[src/rtl/ram_arbiter_pkg.sv]
// ram_arbiter_pkg
// Shared types and defaults for the two-port RAM arbiter.
//   state_t : arbiter FSM state encoding (IDLE / ACCESS / RDATA)
//   port_t  : requester select encoding (PORT_A = 0, PORT_B = 1)
//   DW_DEF  : default data width
//   AW_DEF  : default address width
package ram_arbiter_pkg;

    localparam int DW_DEF = 8;
    localparam int AW_DEF = 4;

    typedef enum logic [1:0] {
        IDLE   = 2'd0,
        ACCESS = 2'd1,
        RDATA  = 2'd2
    } state_t;

    typedef enum logic {
        PORT_A = 1'b0,
        PORT_B = 1'b1
    } port_t;

endpackage

[src/rtl/ram_arbiter_if.sv]
// ram_arbiter_if
// Bus bundle between two requesters (A, B) and the RAM arbiter.
//   a_/b_req, we, addr, wdata : request side, driven by the requesters
//   a_/b_gnt, rvalid, rdata   : response side, driven by the arbiter
//   busy                      : arbiter not idle
// Modports: master = requester side, slave = arbiter side.
interface ram_arbiter_if #(
    parameter int DW = 8,
    parameter int AW = 4
);
    logic          a_req;
    logic          b_req;
    logic          a_we;
    logic          b_we;
    logic [AW-1:0] a_addr;
    logic [AW-1:0] b_addr;
    logic [DW-1:0] a_wdata;
    logic [DW-1:0] b_wdata;
    logic          a_gnt;
    logic          b_gnt;
    logic          a_rvalid;
    logic          b_rvalid;
    logic [DW-1:0] a_rdata;
    logic [DW-1:0] b_rdata;
    logic          busy;

    modport master (
        output a_req, b_req, a_we, b_we, a_addr, b_addr, a_wdata, b_wdata,
        input  a_gnt, b_gnt, a_rvalid, b_rvalid, a_rdata, b_rdata, busy
    );

    modport slave (
        input  a_req, b_req, a_we, b_we, a_addr, b_addr, a_wdata, b_wdata,
        output a_gnt, b_gnt, a_rvalid, b_rvalid, a_rdata, b_rdata, busy
    );
endinterface

[src/rtl/simple_ram.sv]
// simple_ram
// Single-port synchronous RAM, 2**AW words of DW bits, registered read.
//   clk  : clock
//   we   : write enable, din committed to mem[addr] at the rising edge
//   addr : word address
//   din  : write data
//   dout : mem[addr] registered at the rising edge (old data on a write)
// Contents have no reset.
module simple_ram #(
    parameter int DW = 8,
    parameter int AW = 4
) (
    input  logic          clk,
    input  logic          we,
    input  logic [AW-1:0] addr,
    input  logic [DW-1:0] din,
    output logic [DW-1:0] dout
);
    logic [DW-1:0] mem [2**AW];

    always_ff @(posedge clk) begin
        if (we) begin
            mem[addr] <= din;
        end
        dout <= mem[addr];
    end
endmodule

[src/rtl/ram_arbiter.sv]
// ram_arbiter
// Round-robin arbiter giving two requesters access to one simple_ram.
//   clk   : clock, all state changes on the rising edge
//   rst_n : synchronous active-low reset
//   bus   : ram_arbiter_if slave modport (requests in, gnt/rvalid/rdata/busy out)
//
// state  | meaning
// -------+-----------------------------------------------------------
// IDLE   | arbitrate; latch winner's command, pulse its gnt
// ACCESS | RAM driven with latched command for one cycle
// RDATA  | RAM dout valid; copy to winner's rdata, pulse its rvalid
module ram_arbiter
    import ram_arbiter_pkg::*;
#(
    parameter int DW = DW_DEF,
    parameter int AW = AW_DEF
) (
    input  logic clk,
    input  logic rst_n,
    ram_arbiter_if.slave bus
);
    state_t        state;
    port_t         last;
    port_t         sel;
    port_t         win;
    logic          lwe;
    logic [AW-1:0] laddr;
    logic [DW-1:0] lwdata;
    logic [DW-1:0] ram_dout;
    logic          ram_we;
    logic          a_gnt_q, b_gnt_q, a_rvalid_q, b_rvalid_q;
    logic [DW-1:0] a_rdata_q, b_rdata_q;

    // On contention the port that was not served last wins.
    always_comb begin
        win = PORT_A;
        if (bus.a_req && bus.b_req) begin
            win = (last == PORT_A) ? PORT_B : PORT_A;
        end else if (bus.b_req) begin
            win = PORT_B;
        end
    end

    // rst_n gating keeps a reset landing in ACCESS from committing the write.
    assign ram_we = (state == ACCESS) && lwe && rst_n;

    simple_ram #(.DW(DW), .AW(AW)) u_ram (
        .clk  (clk),
        .we   (ram_we),
        .addr (laddr),
        .din  (lwdata),
        .dout (ram_dout)
    );

    always_ff @(posedge clk) begin
        if (!rst_n) begin
            state      <= IDLE;
            last       <= PORT_B;
            sel        <= PORT_A;
            lwe        <= 1'b0;
            laddr      <= '0;
            lwdata     <= '0;
            a_gnt_q    <= 1'b0;
            b_gnt_q    <= 1'b0;
            a_rvalid_q <= 1'b0;
            b_rvalid_q <= 1'b0;
            a_rdata_q  <= '0;
            b_rdata_q  <= '0;
        end else begin
            a_gnt_q    <= 1'b0;
            b_gnt_q    <= 1'b0;
            a_rvalid_q <= 1'b0;
            b_rvalid_q <= 1'b0;
            case (state)
                IDLE: begin
                    if (bus.a_req || bus.b_req) begin
                        sel  <= win;
                        last <= win;
                        if (win == PORT_A) begin
                            lwe     <= bus.a_we;
                            laddr   <= bus.a_addr;
                            lwdata  <= bus.a_wdata;
                            a_gnt_q <= 1'b1;
                        end else begin
                            lwe     <= bus.b_we;
                            laddr   <= bus.b_addr;
                            lwdata  <= bus.b_wdata;
                            b_gnt_q <= 1'b1;
                        end
                        state <= ACCESS;
                    end
                end
                ACCESS: begin
                    state <= lwe ? IDLE : RDATA;
                end
                RDATA: begin
                    if (sel == PORT_A) begin
                        a_rdata_q  <= ram_dout;
                        a_rvalid_q <= 1'b1;
                    end else begin
                        b_rdata_q  <= ram_dout;
                        b_rvalid_q <= 1'b1;
                    end
                    state <= IDLE;
                end
                default: state <= IDLE;
            endcase
        end
    end

    assign bus.a_gnt    = a_gnt_q;
    assign bus.b_gnt    = b_gnt_q;
    assign bus.a_rvalid = a_rvalid_q;
    assign bus.b_rvalid = b_rvalid_q;
    assign bus.a_rdata  = a_rdata_q;
    assign bus.b_rdata  = b_rdata_q;
    assign bus.busy     = (state != IDLE);
endmodule
[src/flat_wrapper.sv]
// flat-port wrapper written by rule: the top's interface ports become plain ports
module ram_arbiter_flat import ram_arbiter_pkg::*;
#(
    parameter int DW = DW_DEF,
    parameter int AW = AW_DEF
)
  (clk, rst_n, bus_a_req, bus_b_req, bus_a_we, bus_b_we, bus_a_addr, bus_b_addr, bus_a_wdata, bus_b_wdata, bus_a_gnt, bus_b_gnt, bus_a_rvalid, bus_b_rvalid, bus_a_rdata, bus_b_rdata, bus_busy);
  ram_arbiter_if #(.DW(DW), .AW(AW)) bus_i ();
  input  logic clk;
  input  logic rst_n;
  input wire logic [$bits(bus_i.a_req)-1:0] bus_a_req;
  input wire logic [$bits(bus_i.b_req)-1:0] bus_b_req;
  input wire logic [$bits(bus_i.a_we)-1:0] bus_a_we;
  input wire logic [$bits(bus_i.b_we)-1:0] bus_b_we;
  input wire logic [$bits(bus_i.a_addr)-1:0] bus_a_addr;
  input wire logic [$bits(bus_i.b_addr)-1:0] bus_b_addr;
  input wire logic [$bits(bus_i.a_wdata)-1:0] bus_a_wdata;
  input wire logic [$bits(bus_i.b_wdata)-1:0] bus_b_wdata;
  output wire logic [$bits(bus_i.a_gnt)-1:0] bus_a_gnt;
  output wire logic [$bits(bus_i.b_gnt)-1:0] bus_b_gnt;
  output wire logic [$bits(bus_i.a_rvalid)-1:0] bus_a_rvalid;
  output wire logic [$bits(bus_i.b_rvalid)-1:0] bus_b_rvalid;
  output wire logic [$bits(bus_i.a_rdata)-1:0] bus_a_rdata;
  output wire logic [$bits(bus_i.b_rdata)-1:0] bus_b_rdata;
  output wire logic [$bits(bus_i.busy)-1:0] bus_busy;
  assign bus_i.a_req = bus_a_req;
  assign bus_i.b_req = bus_b_req;
  assign bus_i.a_we = bus_a_we;
  assign bus_i.b_we = bus_b_we;
  assign bus_i.a_addr = bus_a_addr;
  assign bus_i.b_addr = bus_b_addr;
  assign bus_i.a_wdata = bus_a_wdata;
  assign bus_i.b_wdata = bus_b_wdata;
  assign bus_a_gnt = bus_i.a_gnt;
  assign bus_b_gnt = bus_i.b_gnt;
  assign bus_a_rvalid = bus_i.a_rvalid;
  assign bus_b_rvalid = bus_i.b_rvalid;
  assign bus_a_rdata = bus_i.a_rdata;
  assign bus_b_rdata = bus_i.b_rdata;
  assign bus_busy = bus_i.busy;
  ram_arbiter #(.DW(DW), .AW(AW)) u_core (.clk(clk), .rst_n(rst_n), .bus(bus_i));
endmodule
[config.mk]
export PLATFORM = sky130hd
export DESIGN_NAME = ram_arbiter_flat
export DESIGN_NICKNAME = d
export VERILOG_FILES = /design/src/rtl/ram_arbiter_pkg.sv /design/src/rtl/ram_arbiter_if.sv /design/src/rtl/simple_ram.sv /design/src/rtl/ram_arbiter.sv /design/src/flat_wrapper.sv
export SDC_FILE = /design/constraint.sdc
export NUM_CORES = 1
export LEC_CHECK = 0
export CORE_ASPECT_RATIO = 2
export CORE_MARGIN = 3
export CORE_UTILIZATION = 60
export DETAILED_ROUTE_END_ITERATION = 16
export GPL_TIMING_DRIVEN = 1
export PLACE_DENSITY = 0.82
export SLEW_MARGIN = 0
export SYNTH_ARGS = -nofsm -noshare
export SYNTH_HDL_FRONTEND = slang
export SYNTH_SLANG_ARGS = --single-unit
[constraint.sdc]
create_clock -name clk -period 4.8 [get_ports clk]
set_input_delay 0.48 -clock clk [delete_from_list [all_inputs] [get_ports clk]]
set_output_delay 0.48 -clock clk [all_outputs]
set_load 0.01 [all_outputs]
Word-level counts from Yosys, hierarchy flattened
Memory sizes are Yosys's and may differ from the RTL's. A register that Yosys moved wholly into a read port is not among the register bits.
Index checks and enable logic that the tools add are counted.

word-level totals
  register bits after elaboration = 37
  memory bits (writable) = 128
  input port bits = 30
  output and inout port bits = 21
  logic and storage cells = 43
  memories = 1

cells by class
  equal/unequal tests = 3
  multiplexer cells = 15
  bitwise logic cells = 1
  reductions and logical operators = 11

memories
  name              depth  width  read ports  clocked after Yosys merged registers in  write ports  line              text
  u_core.u_ram.mem  16     8      1           1                                        1            simple_ram.sv:19  logic [DW-1:0] mem [2**AW];

operator list
  cell                                                                    count
  1-bit two-way mux                                                       10
  8-bit two-way mux                                                       1
  2-bit AND reduction                                                     4
  2-bit two-way mux                                                       2
  4-bit two-way mux                                                       1
  2-bit one-hot mux with 2 select lines                                   1
  1-bit logical AND                                                       3
  3-bit AND reduction                                                     1
  2-bit by 1-bit equality test with 1-bit output (second input constant)  1
  2-bit equality test (second input constant)                             1
  2-bit logical NOT                                                       1
  2-bit by 1-bit != test with 1-bit output (second input constant)        1
  2-bit nonzero test                                                      1
  1-bit logical OR                                                        1
  1-bit NOT                                                               1

Longest topological paths before layout
  word-level depth = 5
  depth in mapped cells = 5
  gate-level depth less buffers = 4

Modules after synthesis
From an unflattened synthesis, not the netlist that was laid out.

unflattened totals
  cell total of the unflattened synthesis = 385
  area total of the unflattened synthesis = 6,573.8 um2

modules (own cells, without submodules)
  module       instances  cells each  area each (um2)  seq. area each (um2)
  simple_ram   1          230         5,067.4          4,003.8
  ram_arbiter  1          155         1,506.4          740.7

Worst setup path before layout
OpenSTA, ideal clock, no wires.

  path kind = input to register
  from = input port rst_n
  to = memory u_core.u_ram.mem[0][0] (enable)
  arrival time = 1.731 ns
  required time = 4.417 ns
  setup slack = 2.686 ns
  stages on the path = 3
  path buffers = 0
  cells stage by stage = and4b_1 or3b_1 nor3_1

between the ends
  cells in the longest elaborated chain, start to end = 3

ends and longest elaborated chain
  element                                  line                text
  start: declaration                       flat_wrapper.sv:10  input logic rst_n;
  1-bit logical AND                        ram_arbiter.sv:45   assign ram_we = (state == ACCESS) && lwe && rst_n;
  1-bit two-way mux                        simple_ram.sv:22    if (we) begin
  1-bit two-way mux (not written as such)  simple_ram.sv:23    mem[addr] <= din;
  end: declaration                         simple_ram.sv:19

Every way passes these cells.

Worst setup path after layout
  from = register u_core.laddr[1]
  to = memory u_core.u_ram.mem[3][5] (enable)

RTL lines
  element                   line               text
  start: declaration        ram_arbiter.sv:27  logic [AW-1:0] laddr;
  start signal: assignment  ram_arbiter.sv:81  laddr <= bus.a_addr;
  start signal: assignment  ram_arbiter.sv:86  laddr <= bus.b_addr;

Straight into the memory's write port.

==> reports/results.tsv <==
stage	metric	value	unit
synthesis	yosys_warnings	0	
global_route	antenna_found_initial	0	
route	post_drt_wl_per_cell	23.38	um
sta	slew_violations	0	
final_layout	areaGrowthSynthToFinish	17.20	%
worst_setup_path	regToRegEndpoint	u_core.u_ram.mem[3][5]	
synthesis	yosys_top_cell_by_area	sky130_fd_sc_hd__edfxtp_1	
clock_tree	ctsRootBufferMaster	sky130_fd_sc_hd__clkbuf_16	
worst_setup_path	cp_cell_sequence	buf_4 -> nand3_1 -> nor3_1	
global_route	grt_max_degree	38	
route	routed_via_density	6.212	
min_path	hold_path.class	flip-flop to flip-flop	
global_route	grt_first_pass_wirelength	20780	um
sta	timing.setup.tns	0	ns
final_layout	antenna_fix_cells	0	
placed_design	hpwlAfterDp	8923	um
clock_tree	htreeDepth	4	
clock_tree	cts_tree	built	
synthesis	synth_area_per_cell	17.77	sq um
worst_setup_path	setup_crit_path_kind	flip-flop to flip-flop	
route	num_vias	3547	
final_layout	drive_above_1_share	11.29	%
clock_tree	post-cts-setup-buffer-count	0	
floorplan	core.rowCount	53	
worst_setup_path	worst_ep_arrival_time	2.94	ns
clock_tree	clkSinkCount	173	
route	drtIter0Drc	254	
clock_tree	cts_resized	0	
synthesis	synth_sequential_area_ratio	71.60	%
worst_setup_path	crit_buf_inv	1	
synthesis	synth.area.top_cells	sky130_fd_sc_hd__edfxtp_1 58%, sky130_fd_sc_hd__dfxtp_1 14%, sky130_fd_sc_hd__mux4_1 7.9%, sky130_fd_sc_hd__mux2i_1 4.4%, sky130_fd_sc_hd__mux4_2 4.1%	
worst_setup_path	cp_slowest_cell	sky130_fd_sc_hd__nor3_1	
worst_setup_path	critical_path.reg2reg.startpoint	u_core.laddr[1]	
clock_tree	cts_buf_count	17	
floorplan	die_h	154.6	um
route	route.final.wire_length	13350	um
synthesis	synth.net_count	403	
global_route	grt_util_overall	23.88	%
floorplan	die_w	80.31	um
run	drv_cap	0	
synthesis	post_synth_instance_area	0.006626	sq mm
power	cellPowerDensity	435.1	mW/mm^2
floorplan	area_of_the_core	0.01068	sq mm
sta	report.final.hold_viol_count	0	
sta	finalCritPeriodShare	60.46	%
power	max-vdd-ir-drop	0.3613	mV
placed_design	detailed_place.area	0.007156	sq mm
sta	min_period	2.902	ns
worst_setup_path	setup.worst_path.end_class	flip-flop	
synthesis	synth.lib_cells_used.distinct	32	
worst_setup_path	worst-path-stages	3	
worst_setup_path	timing.critical_path.slowest_cell_delay	1.02	ns
run_status	status	finished, final reports clean	
synthesis	postSynth.asyncResetShare	0	%
route	detail_route.first_pass.iterations	7	
final_layout	fillerInstances	601	
global_route	grt_pass1_vias	3653	
worst_setup_path	regToRegSetupSlack	1.90	ns
synthesis	post_synth_top_flop	sky130_fd_sc_hd__edfxtp_1	
final_layout	nets	451	
global_route	globalRouteOverflowTotal	0	
sta	relSlewSlack	15.67	%
floorplan	design.die.area	0.01242	sq mm
sta	hold-worst-slack	0.4443	ns
placed_design	place.gp.congestion	0.8031	
clock_tree	clk_path_buf_depth	2	
worst_setup_path	setup.worst_path.start_class	flip-flop	
worst_setup_path	crit_path_end	u_core.u_ram.mem[3][5]	
worst_setup_path	crit_family	simple AND/OR/NAND/NOR gates	
sta	number_of_setup_violations_in_the_final_report	0	
synthesis	yosysMostFrequentCell	sky130_fd_sc_hd__edfxtp_1	
route	route.antenna.remaining_nets	0	
worst_setup_path	r2r_cells	3	
sta	actual_transition_at_the_worst_max_transition_pin	1.255	ns
clock_tree	postCtsHoldBufs	0	
worst_setup_path	critPathLaunch	u_core.laddr[1]	
placed_design	port_buffers	50	
synthesis	synth_commonest_cells	128 x sky130_fd_sc_hd__edfxtp_1, 45 x sky130_fd_sc_hd__dfxtp_1, 32 x sky130_fd_sc_hd__nor2_1	
worst_setup_path	critical_path_peak_fanout	20	
clock_tree	clock_latency_at_the_later_pin_of_the_worst_skew_pair	0.42	ns
clock_tree	clkTransAtPathRegs	0.06	ns
sta	setup_repair_after_global_routing_missed_its_margin	false	
synthesis	postSynthCellCount	373	
floorplan	ioPinCount	51	
sta	fmax	0.3446	GHz
floorplan	start_util	62.06	%
route	drc_errors	0	
power	leakage	2.641	nW
synthesis	synth-edff-count	128	
synthesis	synth-seq-cells	173	
sta	worst_clock_skew	0.004528	ns
final_layout	layout.cell_area.non_filler	0.007766	sq mm
final_layout	finalCoreUtilization	72.74	%
worst_setup_path	timing.critical_path.required	4.84	ns
synthesis	synth_top_area_share	58.01	%
==> area by class of cell <==
type                       instances  area (sq um)  share of cell area [%]
multi-input combinational        175          1715                   22.09
inverter                           2         7.507                 0.09667
clock inverter                    11         128.9                   1.659
timing repair buffer              52         515.5                   6.638
clock buffer                      21         481.7                   6.203
tap                              137         171.4                   2.207
sequential                       173          4746                   61.11
==> stage by stage <==
step / power, mW / std cells / setup WS (ns)
floorplan: 1.922 / 373 / 2.686
global placement: 2.004 / 539 / 1.890
detailed placement: 2.019 / 539 / 1.812
CTS: 3.400 / 571 / 1.884
global route: 3.485 / 571 / 1.717
finish: 3.379 / 571 / 1.898
==> cells in the final DEF (no fill, tap or decap), types with 2 or more instances in the layout <==
cell                              count
sky130_fd_sc_hd__a21oi_1             15
sky130_fd_sc_hd__dfxtp_1             44
sky130_fd_sc_hd__inv_1                2
sky130_fd_sc_hd__nor2_1              32
sky130_fd_sc_hd__mux4_1              20
sky130_fd_sc_hd__mux4_2              12
sky130_fd_sc_hd__nor2b_1              2
sky130_fd_sc_hd__o21ai_0              2
sky130_fd_sc_hd__bufinv_16            2
sky130_fd_sc_hd__edfxtp_1           128
sky130_fd_sc_hd__clkdlybuf4s50_1     50
sky130_fd_sc_hd__clkbuf_16           18
sky130_fd_sc_hd__and2_1               3
sky130_fd_sc_hd__nor3_1               6
sky130_fd_sc_hd__inv_6                4
sky130_fd_sc_hd__nand2b_1             2
sky130_fd_sc_hd__clkinvlp_4           2
sky130_fd_sc_hd__clkbuf_8             2
sky130_fd_sc_hd__clkinv_2             2
sky130_fd_sc_hd__buf_4                2
sky130_fd_sc_hd__a22oi_1             16
sky130_fd_sc_hd__a211oi_1            13
sky130_fd_sc_hd__nand3b_1             3
sky130_fd_sc_hd__mux2i_1             29
sky130_fd_sc_hd__nand2_1             11
==> routing by layer <==
metal / vias to the layer above / GRT usage [%] / wire, um
met1: 1730 / 26.02 / 4590
met3: 40 / 6.818 / 654
met2: 191 / 42.64 / 7589
met4: 0 / 9.589 / 514
li1: 1586 / - / -
met5: - / 0 / 0
==> worst min-delay path by stage <==
| stage | start | slack [ns] | to | depth (start not counted) |
|---|---|---|---|---|
| after floorplan | u_core.lwe | 0.41 | u_core.state[1] | 1 |
| after global routing | u_core.lwe | 0.49 | u_core.state[1] | 1 |
| after CTS | u_core.lwe | 0.45 | u_core.state[1] | 1 |
| after detailed placement | u_core.lwe | 0.44 | u_core.state[1] | 1 |
| after global placement | u_core.lwe | 0.43 | u_core.state[1] | 1 |
| final | u_core.lwe | 0.44 | u_core.state[1] | 1 |
==> power breakdown <==
part	leakage (nW)	internal, mW	switching, mW
Clock	0.296	0.830	0.558
Sequential	1.53	1.67	0.0905
Combinational	0.811	0.124	0.108
==> sequential cells by signal, summed over array words and instances (netlist names), 2 cells and up <==
register            flops
u_core.lwdata           8
u_core.state            2
u_core.u_ram.mem      128
u_core.bus.b_rdata      8
u_core.laddr            4
u_core.u_ram.dout       8
u_core.bus.a_rdata      8
==> logic make-up after synthesis <==
kind of cell,synth area share [%]
AO/OA/AOI/OAI,4.683
flip-flops,71.60
multiplexers,16.39
AND/OR/NAND/NOR,4.740
buffers and inverters,2.587
No activity file was read; power rests on OpenSTA's default activity.
